[src/rtl/md_unit.sv]
// Multiply/divide unit with HI/LO registers: multi-cycle signed/unsigned MULT and
// a 1-bit-per-cycle restoring divider, with busy for pipeline interlock.
module md_unit #(
    parameter int MUL_CYCLES = 5,
    parameter int DIV_CYCLES = 33
) (
    input  logic        clk,
    input  logic        reset,
    input  logic        start,
    input  logic [2:0]  op,
    input  logic [31:0] a,
    input  logic [31:0] b,
    output logic        busy,
    output logic [31:0] hi,
    output logic [31:0] lo
);
    localparam logic [2:0] OP_MULT  = 3'd0;
    localparam logic [2:0] OP_MULTU = 3'd1;
    localparam logic [2:0] OP_DIV   = 3'd2;
    localparam logic [2:0] OP_DIVU  = 3'd3;
    localparam logic [2:0] OP_MTHI  = 3'd4;
    localparam logic [2:0] OP_MTLO  = 3'd5;

    // Terminal counter values: MUL counts busy cycles, DIV counts the 32 iterations
    // and then spends one extra cycle on the sign fix.
    localparam logic [4:0] MUL_LAST = 5'(MUL_CYCLES - 1);
    localparam logic [4:0] DIV_LAST = 5'(DIV_CYCLES - 2);

    typedef enum logic [1:0] {IDLE, MUL, DIV} state_t;

    state_t      state_reg;
    logic        busy_reg;
    logic [31:0] hi_reg;
    logic [31:0] lo_reg;
    logic [4:0]  count_reg;
    logic        fix_reg;
    logic        sgn_reg;
    logic [31:0] opa_reg;
    logic [31:0] opb_reg;
    logic [31:0] rem_reg;
    logic [31:0] quo_reg;

    logic        done;
    logic        accept;
    logic [63:0] a_ext;
    logic [63:0] b_ext;
    logic [63:0] prod;
    logic [31:0] mag_b;
    logic [32:0] shifted;
    logic [32:0] diff;
    logic [31:0] mag_a_in;
    logic        q_neg;
    logic        r_neg;

    assign busy = busy_reg;
    assign hi   = hi_reg;
    assign lo   = lo_reg;

    // A new request is taken in IDLE or on the completion edge itself, so a start
    // presented during the final busy cycle chains with no gap in busy.
    assign done   = ((state_reg == MUL) && (count_reg == MUL_LAST)) ||
                    ((state_reg == DIV) && fix_reg);
    assign accept = start && ((state_reg == IDLE) || done);

    always_comb begin
        a_ext    = sgn_reg ? {{32{opa_reg[31]}}, opa_reg} : {32'd0, opa_reg};
        b_ext    = sgn_reg ? {{32{opb_reg[31]}}, opb_reg} : {32'd0, opb_reg};
        prod     = a_ext * b_ext;
        mag_b    = (sgn_reg && opb_reg[31]) ? (32'd0 - opb_reg) : opb_reg;
        shifted  = {rem_reg, quo_reg[31]};
        diff     = shifted - {1'b0, mag_b};
        mag_a_in = ((op == OP_DIV) && a[31]) ? (32'd0 - a) : a;
        q_neg    = sgn_reg && (opa_reg[31] ^ opb_reg[31]);
        r_neg    = sgn_reg && opa_reg[31];
    end

    always_ff @(posedge clk) begin
        if (reset) begin
            state_reg <= IDLE;
            busy_reg  <= 1'b0;
            hi_reg    <= 32'd0;
            lo_reg    <= 32'd0;
            count_reg <= 5'd0;
            fix_reg   <= 1'b0;
            sgn_reg   <= 1'b0;
            opa_reg   <= 32'd0;
            opb_reg   <= 32'd0;
            rem_reg   <= 32'd0;
            quo_reg   <= 32'd0;
        end else begin
            case (state_reg)
                MUL: begin
                    if (done) begin
                        hi_reg    <= prod[63:32];
                        lo_reg    <= prod[31:0];
                        state_reg <= IDLE;
                        busy_reg  <= 1'b0;
                        count_reg <= 5'd0;
                    end else begin
                        count_reg <= count_reg + 5'd1;
                    end
                end
                DIV: begin
                    if (!fix_reg) begin
                        if (!diff[32]) begin
                            rem_reg <= diff[31:0];
                            quo_reg <= {quo_reg[30:0], 1'b1};
                        end else begin
                            rem_reg <= shifted[31:0];
                            quo_reg <= {quo_reg[30:0], 1'b0};
                        end
                        if (count_reg == DIV_LAST)
                            fix_reg <= 1'b1;
                        else
                            count_reg <= count_reg + 5'd1;
                    end else begin
                        // Divide by zero returns all-ones quotient and the dividend.
                        if (opb_reg == 32'd0) begin
                            lo_reg <= 32'hFFFF_FFFF;
                            hi_reg <= opa_reg;
                        end else begin
                            lo_reg <= q_neg ? (32'd0 - quo_reg) : quo_reg;
                            hi_reg <= r_neg ? (32'd0 - rem_reg) : rem_reg;
                        end
                        state_reg <= IDLE;
                        busy_reg  <= 1'b0;
                        count_reg <= 5'd0;
                        fix_reg   <= 1'b0;
                    end
                end
                default: ;
            endcase

            if (accept) begin
                case (op)
                    OP_MULT, OP_MULTU: begin
                        sgn_reg   <= (op == OP_MULT);
                        opa_reg   <= a;
                        opb_reg   <= b;
                        state_reg <= MUL;
                        busy_reg  <= 1'b1;
                        count_reg <= 5'd0;
                    end
                    OP_DIV, OP_DIVU: begin
                        sgn_reg   <= (op == OP_DIV);
                        opa_reg   <= a;
                        opb_reg   <= b;
                        quo_reg   <= mag_a_in;
                        rem_reg   <= 32'd0;
                        state_reg <= DIV;
                        busy_reg  <= 1'b1;
                        count_reg <= 5'd0;
                        fix_reg   <= 1'b0;
                    end
                    OP_MTHI: hi_reg <= a;
                    OP_MTLO: lo_reg <= a;
                    default: ;
                endcase
            end
        end
    end
endmodule

[config.mk]
export PLATFORM = sky130hd
export DESIGN_NAME = md_unit
export DESIGN_NICKNAME = d
export VERILOG_FILES = /design/src/rtl/md_unit.sv
export SDC_FILE = /design/constraint.sdc
export NUM_CORES = 2
export LEC_CHECK = 0
export CORE_MARGIN = 3
export CORE_UTILIZATION = 40
export CTS_CLUSTER_DIAMETER = 40
export DETAILED_ROUTE_END_ITERATION = 8
export PLACE_DENSITY_LB_ADDON = 0.12
export REMOVE_ABC_BUFFERS = 1
export SLEW_MARGIN = 10
export SYNTH_ARGS = -nofsm -noshare
export SYNTH_HDL_FRONTEND = slang
export SYNTH_SLANG_ARGS = --single-unit
[constraint.sdc]
create_clock -name clk -period 13.5 [get_ports clk]
set_input_delay 1.35 -clock clk [delete_from_list [all_inputs] [get_ports clk]]
set_output_delay 1.35 -clock clk [all_outputs]
set_load 0.005 [all_outputs]
==> flow_summary.toml <==
[route]
post_drt_wl_per_cell_um = 23.8
drc_errors = 0
drtPass1Iterations = 5
dr_wl_met3_um = 12900
met1Wirelength_um = 92400
antenna_left = 0
first_iter_violations = 3530
routed_wirelength_um = 214000
num_vias = 47500
wl_met2_um = 101000
via_per_inst = 5.29
top_layer_used = "met5"

[final_layout]
seq_area_sq_um = 4060
design_area_sq_um = 66300
drive_gt1_share_pct = 3.71
multi_input_area_sq_um = 50200
fill_cells = 15200
fin_cells = 8968
areaGrowthSynthToFinish_pct = 7.51
fin_nets = 8739

[clock_tree]
clk_path_buf_depth = 3
numCtsBuffers = 43
postCtsHoldBufs = 0
clock_sinks = 202
htreeDepth = 2
cts_tree = "yes"
clkTransAtPathRegs_ns = 0.05
postCtsSetupRepairBufs = 0
ctsResizeCount = 0
clk_latency_ns = 0.60
clockRootBuffer = "clkbuf_16"

[global_route]
grt_pass1_wl_um = 326000
grt_pass1_vias = 50700
track_usage_pct = 27.5
grt_overflow_total = 0
grt_max_degree = 82
antenna_found_initial = 13

[logic_synthesis]
synth_warnings = 0
synthArstFlopShare_pct = 0
synth_cell_types = 101
ys.flop_type = "dfxtp_1"
syn_area_per_cell_sq_um = 8.78
synthTopCellsByArea = "fa_1, inv_1, ha_1"
synth_edf_count = 0
synthCells = 7027
synth_common_cells = "inv_1, fa_1, nand2_1, and2_1, clkbuf_1"
synth_seq_cells = 202
synth_top_area_share_pct = 46.1
yosysTopAreaCell = "fa_1"
yosysMostFrequentCell = "inv_1"
netlist_area_sq_um = 61700
ys_seq_area_share_pct = 6.55

[timing]
tns_ns = 0
rsz0062_at_grt = "false"
hold_slack_ns = 0.451
finalCriticalPeriod_ns = 10.42
min_period_over_period_pct = 77.2
hold_viol_final = 0
slew_headroom_pct = 30.1
slew_viol_final = 0
setup_viol = 0
finClkSkew_ns = 0.0305
fmax_mhz = 96.0
tightest_slew_ns = 1.05

[worst_setup_path]
path_class = "reg2reg"
endpoint_kind = "flip-flop"
worstPathRequired_ns = 13.92
crit_top_cell = "fa_1"
cp-start-kind = "flip-flop"
slowest_delay_ns = 0.92
path_max_fanout = 35
slowest_stage = "fa_1"
crit_arrival_ns = 10.84

[placed_design]
gp_congestion = 0.926
dpl.hpwl_um = 171000
place_area_sq_um = 64900
placed_cells = 8882
portBuffers = 134

[floorplanning]
die_h_um = 399
rows = 143
die_area_sq_um = 159000
start_util_pct = 40.4
die_w_um = 399
ios = 135
core_area_sq_um = 153000

[pwr]
p_leak_nw = 32.4
vdd_ir_drop_max_uv = 101
power_density_nw_per_um2 = 45.5
power_mw = 3.02

[flow_run]
max_cap_violations = 0

[run_status]
status = "completed"

[hold_path]
min_path_type = "reg2reg"
[per-layer routing]
layer | GRT usage (%) | vias up
li1 | - | 20900
met1 | 37.9 | 24800
met2 | 45.6 | 1447
met3 | 3.38 | 263
met4 | 7.50 | 6
met5 | 0 | -
[area by class of cell]
class,instances,area share [%]
multi-input combinational,4844,75.7
inverter,1562,8.84
sequential,202,6.11
tap,2030,3.83
timing repair buffer,244,3.27
clock buffer,47,1.67
clock inverter,32,0.541
antenna,7,0.0264
[power breakdown]
group	total, mW	leakage [nW]	internal [mW]	switching (mW)
registers	0.683	1.65	0.628	0.0555
logic	1.22	30.0	0.410	0.812
clock network	1.11	0.718	0.686	0.426
total	3.02	32.4	1.72	1.29
[cell families (layout without fill, tap and decap cells)]
group	count (synthesis)	count (layout)	share of synthesized area, %
buffers and inverters	1981	1885	12.1
and+or+nand+nor	1959	1959	15.5
adders and majority gates	1776	1776	53.3
AOI/OAI and AO/OA	847	847	8.76
xor gates and xnor gates	252	252	3.58
DFF	202	202	6.55
muxes	10	10	0.166
other	0	7	0
[worst max-delay path: cells and delay by family, from the launching register on]
family                     cells  cell delay, ns
adders and majority gates     11            6.00
DFF                            1            0.48
and+or+nand+nor                8            1.70
AOI/OAI and AO/OA              2            0.60
xor gates and xnor gates       1            0.17
buffers and inverters          6            1.30
[metrics by stage]
step	worst slack, ns	util (%)
CTS	3.13	43.5
finish	3.08	43.5
global route	2.67	43.5
detailed placement	3.15	42.5
floorplan	3.48	-
global placement	3.39	42.5
[placed cells by master, fill, tap and decap left out, drive strengths merged, types with 9 or more instances in the layout]
cell type and n:
a21oi 316, ha 352, inv 1572, o41ai 12, nand2b 19, nand2 838
o21ai 172, nor2 238, a31oi 21, nand3 36, a211oi 47, nor4 29
clkbuf 47, a221oi 33, nand4 13, a311oi 37, and4 9, clkdlybuf4s50 133
a21o 50, and3 41, dfxtp 202, nor3 89, xnor2 162, buf 111
fa 1420, o211ai 9, o21bai 15, and2 586, or4 10, clkinv 15
o21a 22, or3 15, nor2b 14, o31ai 24, xor2 90
[worst paths after layout]
kind / cells after the start / slack (ns) / startpoint / to
setup reg to reg: 28 / 3.08 / opa_reg[31] / hi[27]
hold / removal: 2 / 0.45 / opb_reg[19] / opb_reg[19]
setup / recovery: 28 / 3.08 / opa_reg[31] / hi[27]
hold reg to reg: 2 / 0.45 / opb_reg[19] / opb_reg[19]
No activity file was read; power rests on OpenSTA's default activity.
